**src/rtl/sd_sdp_framer_if.sv**
```systemverilog
// Framer bus: frame requests, payload FIFO head/pop, and byte-coder handshake.
// slave = framer side, master = request source / FIFO / coder side.
interface sd_sdp_framer_if #(parameter int LW = 16);
    logic          sd_s_req;
    logic          sd_d_req;
    logic [LW-1:0] pl_len;
    logic          rx_err;
    logic          sd_busy;
    logic [7:0]    pl_d;
    logic          pl_vld;
    logic          pl_rd;
    logic          cd_busy;
    logic [7:0]    q;
    logic          q_rdy;
    logic          msg_end;
    logic          frm_busy;

    modport slave (
        input  sd_s_req, sd_d_req, pl_len, rx_err, sd_busy, pl_d, pl_vld, cd_busy,
        output pl_rd, q, q_rdy, msg_end, frm_busy
    );
    modport master (
        output sd_s_req, sd_d_req, pl_len, rx_err, sd_busy, pl_d, pl_vld, cd_busy,
        input  pl_rd, q, q_rdy, msg_end, frm_busy
    );
endinterface

```
**src/rtl/sd_sdp_framer.sv**
```systemverilog
// Slave-response framer: MARKER, STATUS, length field (MSB first), payload, optional CRC-8 trailer.
// Define SD_SDP_CRC_EN to append the CRC-8 (poly 0x07, init 0) trailer byte.
module sd_sdp_framer #(
    parameter logic [7:0] MARKER    = 8'hA5,
    parameter int         LEN_BYTES = 2,
    parameter int         MAX_PL    = 1024
) (
    input logic           clk,
    input logic           n_rst,
    sd_sdp_framer_if.slave bus
);
    localparam int LW = 8 * LEN_BYTES;
    localparam int CW = $clog2(MAX_PL + 1);

    typedef enum logic [2:0] {
        S_IDLE, S_MARK, S_STAT, S_LEN, S_PL,
`ifdef SD_SDP_CRC_EN
        S_CRC,
`endif
        S_END
    } state_t;

    typedef enum logic [1:0] {PH_SEND, PH_WAIT_HI, PH_WAIT_LO} phase_t;

`ifdef SD_SDP_CRC_EN
    localparam state_t AFTER_PL = S_CRC;
`else
    localparam state_t AFTER_PL = S_END;
`endif

    state_t        state, state_nxt;
    phase_t        ph, ph_nxt;
    logic [1:0]    k;
    logic [CW-1:0] pl_cnt;
    logic [LW-1:0] len_q, len_in, len_sh;
    logic [7:0]    stat_q, cur_byte, q_r;
    logic          q_rdy_r, pl_rd_r, msg_end_r;
    logic          take, send, done, len_ovf, last_k, len_zero, pl_last;

    assign bus.q        = q_r;
    assign bus.q_rdy    = q_rdy_r;
    assign bus.pl_rd    = pl_rd_r;
    assign bus.msg_end  = msg_end_r;
    assign bus.frm_busy = (state != S_IDLE);

    assign len_ovf  = 64'(bus.pl_len) > 64'(MAX_PL);
    assign len_in   = !bus.sd_d_req ? '0 : (len_ovf ? LW'(MAX_PL) : bus.pl_len);
    assign len_sh   = len_q << {k, 3'b000};
    assign last_k   = (k == 2'(LEN_BYTES - 1));
    assign len_zero = (len_q == '0);
    // pl_cnt already counts the byte in flight, so equality marks the last one
    assign pl_last  = (64'(pl_cnt) == 64'(len_q));

`ifdef SD_SDP_CRC_EN
    logic [7:0] crc_q;

    function automatic logic [7:0] crc8_upd(input logic [7:0] c, input logic [7:0] d);
        logic [7:0] x;
        x = c ^ d;
        for (int i = 0; i < 8; i++)
            x = x[7] ? ((x << 1) ^ 8'h07) : (x << 1);
        return x;
    endfunction
`endif

    always_comb begin
        case (state)
            S_MARK:  cur_byte = MARKER;
            S_STAT:  cur_byte = stat_q;
            S_LEN:   cur_byte = len_sh[LW-1 -: 8];
            S_PL:    cur_byte = bus.pl_d;
`ifdef SD_SDP_CRC_EN
            S_CRC:   cur_byte = crc_q;
`endif
            default: cur_byte = 8'h00;
        endcase
    end

    always_comb begin
        state_nxt = state;
        ph_nxt    = ph;
        take      = 1'b0;
        send      = 1'b0;
        done      = 1'b0;
        case (state)
            S_IDLE: begin
                if (bus.sd_s_req || bus.sd_d_req) begin
                    take      = 1'b1;
                    state_nxt = S_MARK;
                    ph_nxt    = PH_SEND;
                end
            end
            S_END: state_nxt = S_IDLE;
            default: begin
                case (ph)
                    PH_SEND: begin
                        // payload bytes stall here while the FIFO is empty
                        if (!bus.cd_busy && (state != S_PL || bus.pl_vld)) begin
                            send   = 1'b1;
                            ph_nxt = PH_WAIT_HI;
                        end
                    end
                    PH_WAIT_HI: if (bus.cd_busy) ph_nxt = PH_WAIT_LO;
                    PH_WAIT_LO: begin
                        if (!bus.cd_busy) begin
                            done   = 1'b1;
                            ph_nxt = PH_SEND;
                            case (state)
                                S_MARK:  state_nxt = S_STAT;
                                S_STAT:  state_nxt = S_LEN;
                                S_LEN:   if (last_k) state_nxt = len_zero ? AFTER_PL : S_PL;
                                S_PL:    if (pl_last) state_nxt = AFTER_PL;
`ifdef SD_SDP_CRC_EN
                                S_CRC:   state_nxt = S_END;
`endif
                                default: state_nxt = state;
                            endcase
                        end
                    end
                    default: ph_nxt = PH_SEND;
                endcase
            end
        endcase
    end

    always_ff @(posedge clk or negedge n_rst) begin
        if (!n_rst) begin
            state     <= S_IDLE;
            ph        <= PH_SEND;
            k         <= '0;
            pl_cnt    <= '0;
            len_q     <= '0;
            stat_q    <= '0;
            q_r       <= '0;
            q_rdy_r   <= 1'b0;
            pl_rd_r   <= 1'b0;
            msg_end_r <= 1'b0;
        end else begin
            state     <= state_nxt;
            ph        <= ph_nxt;
            q_rdy_r   <= send;
            pl_rd_r   <= send && (state == S_PL);
            msg_end_r <= (state != S_END) && (state_nxt == S_END);
            if (send) q_r <= cur_byte;
            if (take) begin
                stat_q <= {3'b000, bus.sd_d_req, bus.sd_d_req && len_ovf,
                           bus.sd_busy, bus.pl_vld, bus.rx_err};
                len_q  <= len_in;
                k      <= '0;
                pl_cnt <= '0;
            end
            if (send && state == S_PL) pl_cnt <= pl_cnt + CW'(1);
            if (done && state == S_LEN && !last_k) k <= k + 2'd1;
        end
    end

`ifdef SD_SDP_CRC_EN
    always_ff @(posedge clk or negedge n_rst) begin
        if (!n_rst)
            crc_q <= 8'h00;
        else if (take)
            crc_q <= 8'h00;
        else if (send && state != S_CRC)
            crc_q <= crc8_upd(crc_q, cur_byte);
    end
`endif
endmodule

```
**src/flat_wrapper.sv**
```systemverilog
// flat-port wrapper written by rule: the top's interface ports become plain ports
module sd_sdp_framer_flat 
#(
    parameter logic [7:0] MARKER    = 8'hA5,
    parameter int         LEN_BYTES = 2,
    parameter int         MAX_PL    = 1024
)
  (clk, n_rst, bus_sd_s_req, bus_sd_d_req, bus_pl_len, bus_rx_err, bus_sd_busy, bus_pl_d, bus_pl_vld, bus_cd_busy, bus_pl_rd, bus_q, bus_q_rdy, bus_msg_end, bus_frm_busy);
  sd_sdp_framer_if #(.LW((8 * LEN_BYTES))) bus_i ();
  input logic clk;
  input logic n_rst;
  input wire logic [$bits(bus_i.sd_s_req)-1:0] bus_sd_s_req;
  input wire logic [$bits(bus_i.sd_d_req)-1:0] bus_sd_d_req;
  input wire logic [$bits(bus_i.pl_len)-1:0] bus_pl_len;
  input wire logic [$bits(bus_i.rx_err)-1:0] bus_rx_err;
  input wire logic [$bits(bus_i.sd_busy)-1:0] bus_sd_busy;
  input wire logic [$bits(bus_i.pl_d)-1:0] bus_pl_d;
  input wire logic [$bits(bus_i.pl_vld)-1:0] bus_pl_vld;
  input wire logic [$bits(bus_i.cd_busy)-1:0] bus_cd_busy;
  output wire logic [$bits(bus_i.pl_rd)-1:0] bus_pl_rd;
  output wire logic [$bits(bus_i.q)-1:0] bus_q;
  output wire logic [$bits(bus_i.q_rdy)-1:0] bus_q_rdy;
  output wire logic [$bits(bus_i.msg_end)-1:0] bus_msg_end;
  output wire logic [$bits(bus_i.frm_busy)-1:0] bus_frm_busy;
  assign bus_i.sd_s_req = bus_sd_s_req;
  assign bus_i.sd_d_req = bus_sd_d_req;
  assign bus_i.pl_len = bus_pl_len;
  assign bus_i.rx_err = bus_rx_err;
  assign bus_i.sd_busy = bus_sd_busy;
  assign bus_i.pl_d = bus_pl_d;
  assign bus_i.pl_vld = bus_pl_vld;
  assign bus_i.cd_busy = bus_cd_busy;
  assign bus_pl_rd = bus_i.pl_rd;
  assign bus_q = bus_i.q;
  assign bus_q_rdy = bus_i.q_rdy;
  assign bus_msg_end = bus_i.msg_end;
  assign bus_frm_busy = bus_i.frm_busy;
  sd_sdp_framer #(.MARKER(MARKER), .LEN_BYTES(LEN_BYTES), .MAX_PL(MAX_PL)) u_core (.clk(clk), .n_rst(n_rst), .bus(bus_i));
endmodule
```
**config.mk**
```make
export PLATFORM = sky130hd
export DESIGN_NAME = sd_sdp_framer_flat
export DESIGN_NICKNAME = d
export VERILOG_FILES = /design/src/rtl/sd_sdp_framer_if.sv /design/src/rtl/sd_sdp_framer.sv /design/src/flat_wrapper.sv
export SDC_FILE = /design/constraint.sdc
export NUM_CORES = 1
export LEC_CHECK = 0
export BUFFER_PORTS_ARGS = -buffer_cell sky130_fd_sc_hd__buf_2
export CAP_MARGIN = 20
export CORE_MARGIN = 2
export CORE_UTILIZATION = 56
export DETAILED_ROUTE_END_ITERATION = 10
export PLACE_DENSITY = 0.79
export SYNTH_ARGS = -nofsm -noshare
export SYNTH_HDL_FRONTEND = slang
export SYNTH_SLANG_ARGS = --single-unit
```
**constraint.sdc**
```tcl
create_clock -name clk -period 2.2 [get_ports clk]
set_input_delay 0.22 -clock clk [delete_from_list [all_inputs] [get_ports clk]]
set_output_delay 0.22 -clock clk [all_outputs]
set_load 0.02 [all_outputs]
```
-- Word level (Yosys, flattened, before mapping)
Cells that the tools add are included.
Widths: inputs -> output; s select.
- order comparisons: 1
- equality and inequality tests: 16
- reduce and logical (&&, ||, !) cells: 18
- add/subtract/negate cells: 2
- bitwise operators: 1
- shift-type cells: 1
- muxes and demuxes: 29
- operators by type and width (operator ; number):
    $mux 16 ; 2
    $pmux 8 s4 ; 1
    $mux 11 ; 2
    $eq 11x16->1 ; 1
    $gt 16x11->1 const B ; 1
    $logic_not 16->1 ; 1
    $shl 16x5->16 ; 1
    $mux 3 ; 5
    $mux 2 ; 6
    $pmux 3 s4 ; 1
    $add 11x1->11 const B ; 1
    $eq 3x3->1 const B ; 3
    $mux 1 ; 9
    $ne 3x3->1 const B ; 3
    $eq 3x2->1 const B ; 2
    $logic_and 1x1->1 ; 6
    $pmux 2 s3 ; 1
    $pmux 3 s2 ; 1
    $reduce_and 5->1 ; 1
    $eq 2x1->1 const B ; 2
    $pmux 2 s2 ; 1
    $reduce_bool 2->1 ; 2
    $eq 3x1->1 const B ; 1
    $logic_not 3->1 ; 1
    11 further kinds ; 13
- register bits: 50
- logic and storage cells: 78

-- Depth between registers and ports, before layout
Gate-level depths: netlist of run 1.
- word-level depth: 9
- gate-level depth with buffers: 7

-- Least setup slack after synthesis of run 1
OpenSTA, ideal clock, no wires.
- kind: reg2reg
- from: register u_core.state[1]
- to: register u_core.ph[0]
- library setup time: 0.120 ns
- slack: 0.643 ns
- arrival time: 1.437 ns
- stages on the path, launching flop included: 6
- required time: 2.080 ns
- period minus slack after synthesis: 1.557 ns
- path through: dfrtp_1 buf_4 nor3_4 nand2_1 clkbuf_1 a31o_2
- longest elaborated chain between the ends: 5
- elaborated cells on any way between the ends: 12
- classes of those cells: eq/ne: 6; mux: 1; bitwise: 1; reduce/logical: 4
- RTL lines (element ; RTL line ; text):
    start, declared ; sd_sdp_framer.sv:31 ; state_t state, state_nxt;
    start signal, assigned ; sd_sdp_framer.sv:139 ; state <= state_nxt;
    $ne 3x3->1 ; sd_sdp_framer.sv:98 ; if (!bus.cd_busy && (state != S_PL || bus.pl_vld)) begin
    $logic_or 1x1->1 ; sd_sdp_framer.sv:98 ;
    $logic_and 1x1->1 ; sd_sdp_framer.sv:98 ;
    $ne 3x1->1 (no source line) ; -- ;
    $reduce_and 5->1 (no source line) ; -- ;
    end signal, assigned ; sd_sdp_framer.sv:140 ; ph <= ph_nxt;
    end, declared ; sd_sdp_framer.sv:32 ; phase_t ph, ph_nxt;
Parallel ways exist; a longest one is shown, timed or not.
A chain may end at the register's enable or synchronous reset.

-- Worst setup path in the final report of run 1
- from: register u_core.state[1]
- to: register u_core.pl_cnt[8]
- longest elaborated chain between the ends: 8
- elaborated cells on any way between the ends: 14
- classes of those cells: eq/ne: 3; mux: 5; reduce/logical: 6
- RTL lines (element ; RTL line ; text):
    $ne 3x3->1 ; sd_sdp_framer.sv:98 ;
    $logic_or 1x1->1 ; sd_sdp_framer.sv:98 ;
    $logic_and 1x1->1 ; sd_sdp_framer.sv:98 ;
    $mux 1 ; sd_sdp_framer.sv:98 ;
    $mux 1 ; sd_sdp_framer.sv:95 ; case (ph)
    $mux 1 ; sd_sdp_framer.sv:85 ; case (state)
    $logic_and 1x1->1 ; sd_sdp_framer.sv:152 ; if (send && state == S_PL) pl_cnt <= pl_cnt + CW'(1);
    $mux 11 or $reduce_bool 2->1 (tied branches) ; -- ;
    end signal, assigned ; sd_sdp_framer.sv:152 ;
    end, declared ; sd_sdp_framer.sv:34 ; logic [CW-1:0] pl_cnt;
Parallel ways exist; a longest one is shown, timed or not.

==> results of run 1 <==
## repair_timing
action                     in CTS  in global routing
setup endpoints to repair       0                  0
hold endpoints to repair       17                  0
hold buffers                    1                  0
## worst register-to-register path: cells and delay by family (launching register included)
kind            cells  cell delay, ps
compound gates      3             990
flops               1             730
simple gates        1             140
## flip-flops by register name (all words and copies together), names as in the netlist
name and flops:
u_core.state 3, u_core.stat_q 5, u_core.bus.q_rdy 1, u_core.bus.msg_end 1, u_core.k 2, u_core.bus.pl_rd 1
u_core.len_q 16, u_core.pl_cnt 11, u_core.bus.q 8, u_core.ph 2
## cells in the mapped netlist, drive strengths merged
| library cell | count | share of area (%) |
|---|---|---|
| nand2 | 30 | 4.2 |
| and2b | 1 | 0.28 |
| nand3 | 11 | 2.5 |
| o41ai | 1 | 0.33 |
| a32oi | 1 | 0.33 |
| a32o | 3 | 1.1 |
| ha | 2 | 0.93 |
| and2 | 4 | 0.93 |
| and4 | 3 | 0.98 |
| nor4 | 7 | 1.6 |
| dfrtp | 50 | 47 |
| a211oi | 2 | 0.75 |
| xor2 | 13 | 4.3 |
| o31ai | 1 | 0.47 |
| or4 | 1 | 0.28 |
| o211a | 1 | 0.37 |
| o21ai | 18 | 3.4 |
| a21oi | 6 | 1.1 |
| and3b | 1 | 0.33 |
| or2 | 2 | 0.47 |
| nor3 | 7 | 2.6 |
| o22ai | 6 | 1.4 |
| mux2i | 14 | 5.2 |
| o21ba | 2 | 0.75 |
| a22o | 12 | 3.9 |
| nor2 | 3 | 0.42 |
| inv | 11 | 1.5 |
| a31oi | 1 | 0.23 |
| buf | 6 | 1.7 |
| a2111oi | 1 | 0.33 |
| a22oi | 7 | 2.0 |
| or3 | 1 | 0.23 |
| and3 | 3 | 0.70 |
| nor4b | 1 | 0.56 |
| nand4b | 1 | 0.33 |
| mux2 | 3 | 1.3 |
| a2bb2oi | 2 | 0.65 |
| nor2b | 4 | 0.93 |
| nand4 | 4 | 0.93 |
| a31o | 1 | 0.33 |
| nor3b | 3 | 1.4 |
| clkbuf | 4 | 0.56 |
| a21o | 2 | 0.56 |
## power groups by stage
stage	Clock, uW	Combinational [uW]	Sequential, uW
CTS	800	1050	1340
global route	838	1160	1370
detailed placement	0	1040	1350
finish	789	1050	1340
floorplan	0	780	1320
global placement	0	1020	1340
## worst max path at each step
stage                     depth (start not counted)  slack (ps)                  to
final                                             4         290    u_core.pl_cnt[8]
after global routing                              4         160  u_core.bus.msg_end
after CTS                                         4         300    u_core.pl_cnt[8]
after detailed placement                          4         300    u_core.pl_cnt[8]
after global placement                            4         390  u_core.bus.msg_end
after floorplan                                   5         640        u_core.ph[0]
## final cells by class
class	count	area share [%]
Multi-Input combinational cell	186	42.7
Tap cell	54	2.18
Timing Repair Buffer	50	8.73
Clock buffer	6	2.67
Sequential cell	50	40.4
Inverter	11	1.33
Clock inverter	2	1.94
## per-stage QoR
| stage | setup WS [ps] | total power [uW] | utilization (%) | cells |
|---|---|---|---|---|
| after floorplan | 643 | 2100 | - | 257 |
| after global placement | 395 | 2370 | 63.2 | 350 |
| after detailed placement | 297 | 2390 | 63.2 | 350 |
| after CTS | 296 | 3180 | 66.4 | 359 |
| after global routing | 164 | 3370 | 66.4 | 359 |
| final | 293 | 3180 | 66.4 | 359 |
## kinds of logic after synthesis
family                     count (synthesis)
and+or+nand+nor                           87
AOI/OAI and AO/OA                         67
DFF                                       50
buffers and inverters                     21
muxes                                     17
xor gates and xnor gates                  13
adders and majority gates                  2
## per-layer routing
| layer | track usage, % | vias to the layer above | part of all wire, % |
|---|---|---|---|
| li1 | - | 1055 | - |
| met5 | 0 | - | 0 |
| met1 | 33.4 | 1054 | 45 |
| met4 | 9.47 | 0 | 2.3 |
| met2 | 38.3 | 76 | 46 |
| met3 | 6.49 | 15 | 6.9 |
==> key figures, run 1 <==
Worst setup path
  • CP Cell Sequence: nor3b_4 > a32oi_1 > o21ba_1 > o21ai_1
  • Family with the most delay on the worst path: compound AO/OA/AOI/OAI gates
  • CP Buf/Inv Count: 0
  • Data required, critical path: between 2000 and 2500 ps
  • Flop2flop setup slack: 290 ps
  • CP Class: reg -> reg
  • Reg2Reg Depth: 4
  • Largest stage delay, worst path: 730 ps
  • CP arrival: 2160 ps
  • Critical Path Start Type: register
  • R2R Path Start: u_core.state[1]
  • Nature of the critical path endpoint: register
  • Worst Setup SP: u_core.state[1]
  • R2R Path End: u_core.pl_cnt[8]
  • Slowest cell on crit path: dfrtp_1
  • Worst Path Max Fanout: 18

Yosys
  • Net count after synthesis: between 200 and 300
  • Synth Area in Compound Gates: 18.0%
  • Post-Syn Area: between 2000 and 3000 sq um
  • Synth unique cells: 53
  • Avg Inst Size Synth: around 10 sq um
  • #FFs+latches synth: 50
  • Post-synthesis xor/xnor area fraction: 4.25%
  • Yosys warns: 0
  • Post-synthesis sequential area ratio: 46.8%
  • Simple-gate share of the synthesized area: 19.8%
  • Post-synthesis mux area share: 6.50%
  • Largest family of logic cells by synthesized area: simple AND/OR/NAND/NOR gates
  • Adder-Cell Fraction of Synth Area: 0.935%
  • Post-Syn Instances: ~260

Placement
  • GP Congestion: 0.859
  • Detailed placement HPWL: 4420 um
  • # port buffers: 43
  • Instance area at placement: 2940 sq um

Clocking
  • CTS tree: built
  • Clk root buf: clkbuf_8
  • Clk sinks: 50
  • Clk buf depth: 2
  • Post-cts sizing count: 0
  • Num CTS Buffers: 5
  • H-tree depth: 2
  • Postcts setup bufs: 0
  • Clk Latency, worst-skew pair: 320 ps
  • Clock Pin Slew Worst Setup and Hold Paths: around 100 ps

Layout
  • Layout cells sized above 1: 23.6%
  • Fill count: 359
  • Nets: 338
  • Commonest non-fill, non-tap cell in the layout: dfrtp_1
  • Final instance area: between 3000 and 4000 sq um
  • Most frequent cells in the layout: 50 x dfrtp_1, 43 x buf_2, 30 x nand2_1, 14 x mux2i_1, 13 x xor2_1
  • Register area: approximately 1300 sq um
  • Area delta synth->final: 15.7%
  • # diodes: 0
  • Multi-input logic area: 1320 sq um

Routing
  • 1st-iter DRT viols: roughly 170
  • Drt total wl: between 5000 and 6000 um
  • DRT Pass-1 Iters: 4
  • Drt drc: 0
  • Routed Antenna Nets: 0
  • Vias: 2200
  • Wire per inst: 16.6 um
  • Vias per cell: around 6.1

Global route
  • Vias in the first global route: 2065
  • Gr usage total: 24.8%
  • Grt ovf: 0
  • Largest net degree at the start of global routing: 34
  • Antenna violations before repair: 0
  • First-pass GRT wire length: between 9000 and 10000 um

Floorplan
  • Die width: roughly 73 um
  • Initial Util: 57.4%
  • Die Height: between 70 and 80 um
  • Rows: 25
  • Die area: 5350 sq um
  • IO Count: 44
  • Total core area: 4660 sq um

Min path
  • Hold Path Depth: 2
  • Hold Path Class: in -> reg
  • Hold_sp: bus_pl_len[6]
  • Worst hold endpoint: u_core.len_q[6]

Timing
  • Final worst path period share: 86.7%
  • Tightest Pin Transition: around 710 ps
  • Fmax: 524 MHz
  • Setup TNS: 0 ps
  • # setup viols final: 0
  • Worst hold margin: ~130 ps
  • Relative slew slack: 52.9%
  • Final max-slew violation count: 0
  • Unrepaired setup endpoints after global routing: no
  • Crit path time final: 1910 ps
  • Clock Skew: 12.4 ps
  • Final Hold Fails: 0

Pwr
  • Pwr per Cell Area: ~1000 nW/um^2
  • P_sw: 1120 uW
  • Clock network fraction of total power: 24.8%
  • Leak: 0.00156 uW
  • Sequential fraction of design power: 42.1%
  • Net Sw Frac: roughly a third
  • Combinational share of power: about a third
  • Int Pwr: 2060 uW
  • Worst VDD drop: 0.000661 V

Job
  • Max-Cap Viols: 0

Status
  • Status: finished clean
Note: power is estimated with default switching activity, not from simulation.
==> run 2: changes to the inputs <==
==> constraint.sdc (replaced) <==
create_clock -name clk -period 2.1 [get_ports clk]
set_input_delay 0.21 -clock clk [delete_from_list [all_inputs] [get_ports clk]]
set_output_delay 0.21 -clock clk [all_outputs]
set_load 0.02 [all_outputs]
==> run 2 against run 1 <==
- clock skew is 6.6 ps lower
- worst setup slack worse by 130 ps
- critical path depth stayed put
- die area stayed put
- count of clock-buffer cells in the layout stayed put
- sequential cell count stayed put
- via count is 1.3% lower
- sequential share of layout area is 0.50 points higher
- routed wire length is 1.9% lower
- global-route usage is 0.48 points lower
- fmax is 1.6% lower
- final cell count is 0.28% higher
- largest power group unchanged
==> key figures, run 2 (synthesis results as in run 1) <==
Routing
  • Drt drc: 0
  • Wire per inst: 16.2 um
  • Drt total wl: 5850 um
  • 1st-iter DRT viols: about 180
  • Vias: 2172
  • Vias per cell: 6.03
  • DRT Pass-1 Iters: 4
  • Routed Antenna Nets: 0

Layout
  • Most frequent cells in the layout: 50 x dfrtp_1, 43 x buf_2, 30 x nand2_1, 14 x mux2i_1, 13 x xor2_1
  • Max reg flops: 16
  • Commonest non-fill, non-tap cell in the layout: dfrtp_1
  • Nets: roughly 340
  • Area delta synth->final: 14.3%
  • Layout cells sized above 1: 24.2%
  • Fin cells: 360
  • Biggest register: u_core.len_q
  • # diodes: 0

Clocking
  • Clk root buf: clkbuf_8
  • Clk Latency, worst-skew pair: 310 ps
  • H-tree depth: 2
  • Clk sinks: 50
  • Clk buf depth: 2
  • Clock Pin Slew Worst Setup and Hold Paths: 90 ps
  • Num CTS Buffers: 5
  • CTS tree: built

Job
  • Max-Cap Viols: 0

Min path
  • Hold Path Class: in -> reg

Timing
  • Setup TNS: 0 ps
  • Clock Skew: between 5 and 6 ps
  • Unrepaired setup endpoints after global routing: no
  • # setup viols final: 0
  • Final Hold Fails: 0
  • Relative slew slack: around 56%
  • Fmax: 516 MHz
  • Crit path time final: between 1500 and 2000 ps
  • Final worst path period share: 92.2%
  • Final max-slew violation count: 0
  • Tightest Pin Transition: 664 ps

Pwr
  • Worst VDD drop: roughly 0.00057 V
  • Pwr per Cell Area: 1010 nW/um^2
  • Leak: 0.00154 uW

Floorplan
  • IO Count: 44
  • Total core area: between 4000 and 5000 sq um
  • Die width: 73.1 um
  • Rows: 25
  • Initial Util: between 50 and 60%
  • Die Height: 73.1 um
  • Die area: 5350 sq um

Placement
  • GP Congestion: 0.944
  • Number of cells in the design after placement: 350
  • # port buffers: 43
  • Detailed placement HPWL: 4460 um

Worst setup path
  • Slowest cell on crit path: dfrtp_1
  • CP Buf/Inv Count: 0
  • CP Class: reg -> reg
  • Family with the most delay on the worst path: simple AND/OR/NAND/NOR gates
  • Worst Path Max Fanout: 15
  • CP arrival: 2180 ps
  • Data required, critical path: 2350 ps
  • Largest stage delay, worst path: 590 ps
  • Nature of the critical path endpoint: register
  • Critical Path Start Type: register
  • CP Cell Sequence: nor3_4 > nand2_1 > nor3_4 > a22o_1
  • CP dominant cell by count: nor3_4

Status
  • Status: finished clean

Global route
  • Vias in the first global route: 2061
  • Largest net degree at the start of global routing: 35
  • Grt ovf: 0
  • First-pass GRT wire length: roughly 9800 um
  • Gr usage total: 24.3%
  • Antenna violations before repair: 0
[run 2: path summary, 6_finish.rpt]
kind	from	cells past startpoint	slack, ps	endpoint
worst min-delay path	bus_pl_len[8]	2	130	u_core.len_q[8]
worst max register to register	u_core.state[0]	4	160	u_core.len_q[1]
min in group asynchronous	n_rst	2	340	u_core.stat_q[1]
max in group asynchronous	n_rst	3	990	u_core.pl_cnt[9]
worst max-delay path	u_core.state[0]	4	160	u_core.len_q[1]
worst min register to register	u_core.bus.q[0]	2	490	u_core.bus.q[0]
[run 2: repair_timing]
item	CTS	global route
resized for setup	0	1
setup endpoints to repair	0	10
endpoints found under the hold margin	16	0
buffers inserted	0	1
hold buffers	1	0
[run 2: power by group]
part / switching (uW) / internal, uW / leakage, uW
clock network: 318 / 265 / 0.0000472
registers: 258 / 1160 / 0.000664
logic: 603 / 495 / 0.000827
total: 1180 / 1920 / 0.00154
[run 2: cell type report]
class	instances	area [sq um]
sequential	50	1250
inverter	11	41.3
fill	383	1600
timing repair buffer	51	278
clock inverter	2	12.5
tap	54	67.6
multi-input combinational	186	1330
clock buffer	6	82.6
[run 2: per-layer routing]
layer	track usage (%)	share of wire [%]	vias up	routed length, um
met1	33.2	48	1044	2790
met2	37.2	46	57	2690
met5	0	0	-	0
met4	10.7	2.1	0	120
li1	-	-	1060	-
met3	5.11	4.2	11	245
[run 2: stage by stage]
step                      total power [uW]  hold slack [ps]  cell area [sq um]  setup WS (ps)  utilization (%)
after floorplan                       2200            -85.6               2680            543                -
after global placement                2480              143               2940            226             63.2
after detailed placement              2510              153               2940            172             63.2
after CTS                             3100              117               3050            138             65.4
after global routing                  3280              129               3060           2.59             65.6
final                                 3100              128               3060            163             65.6
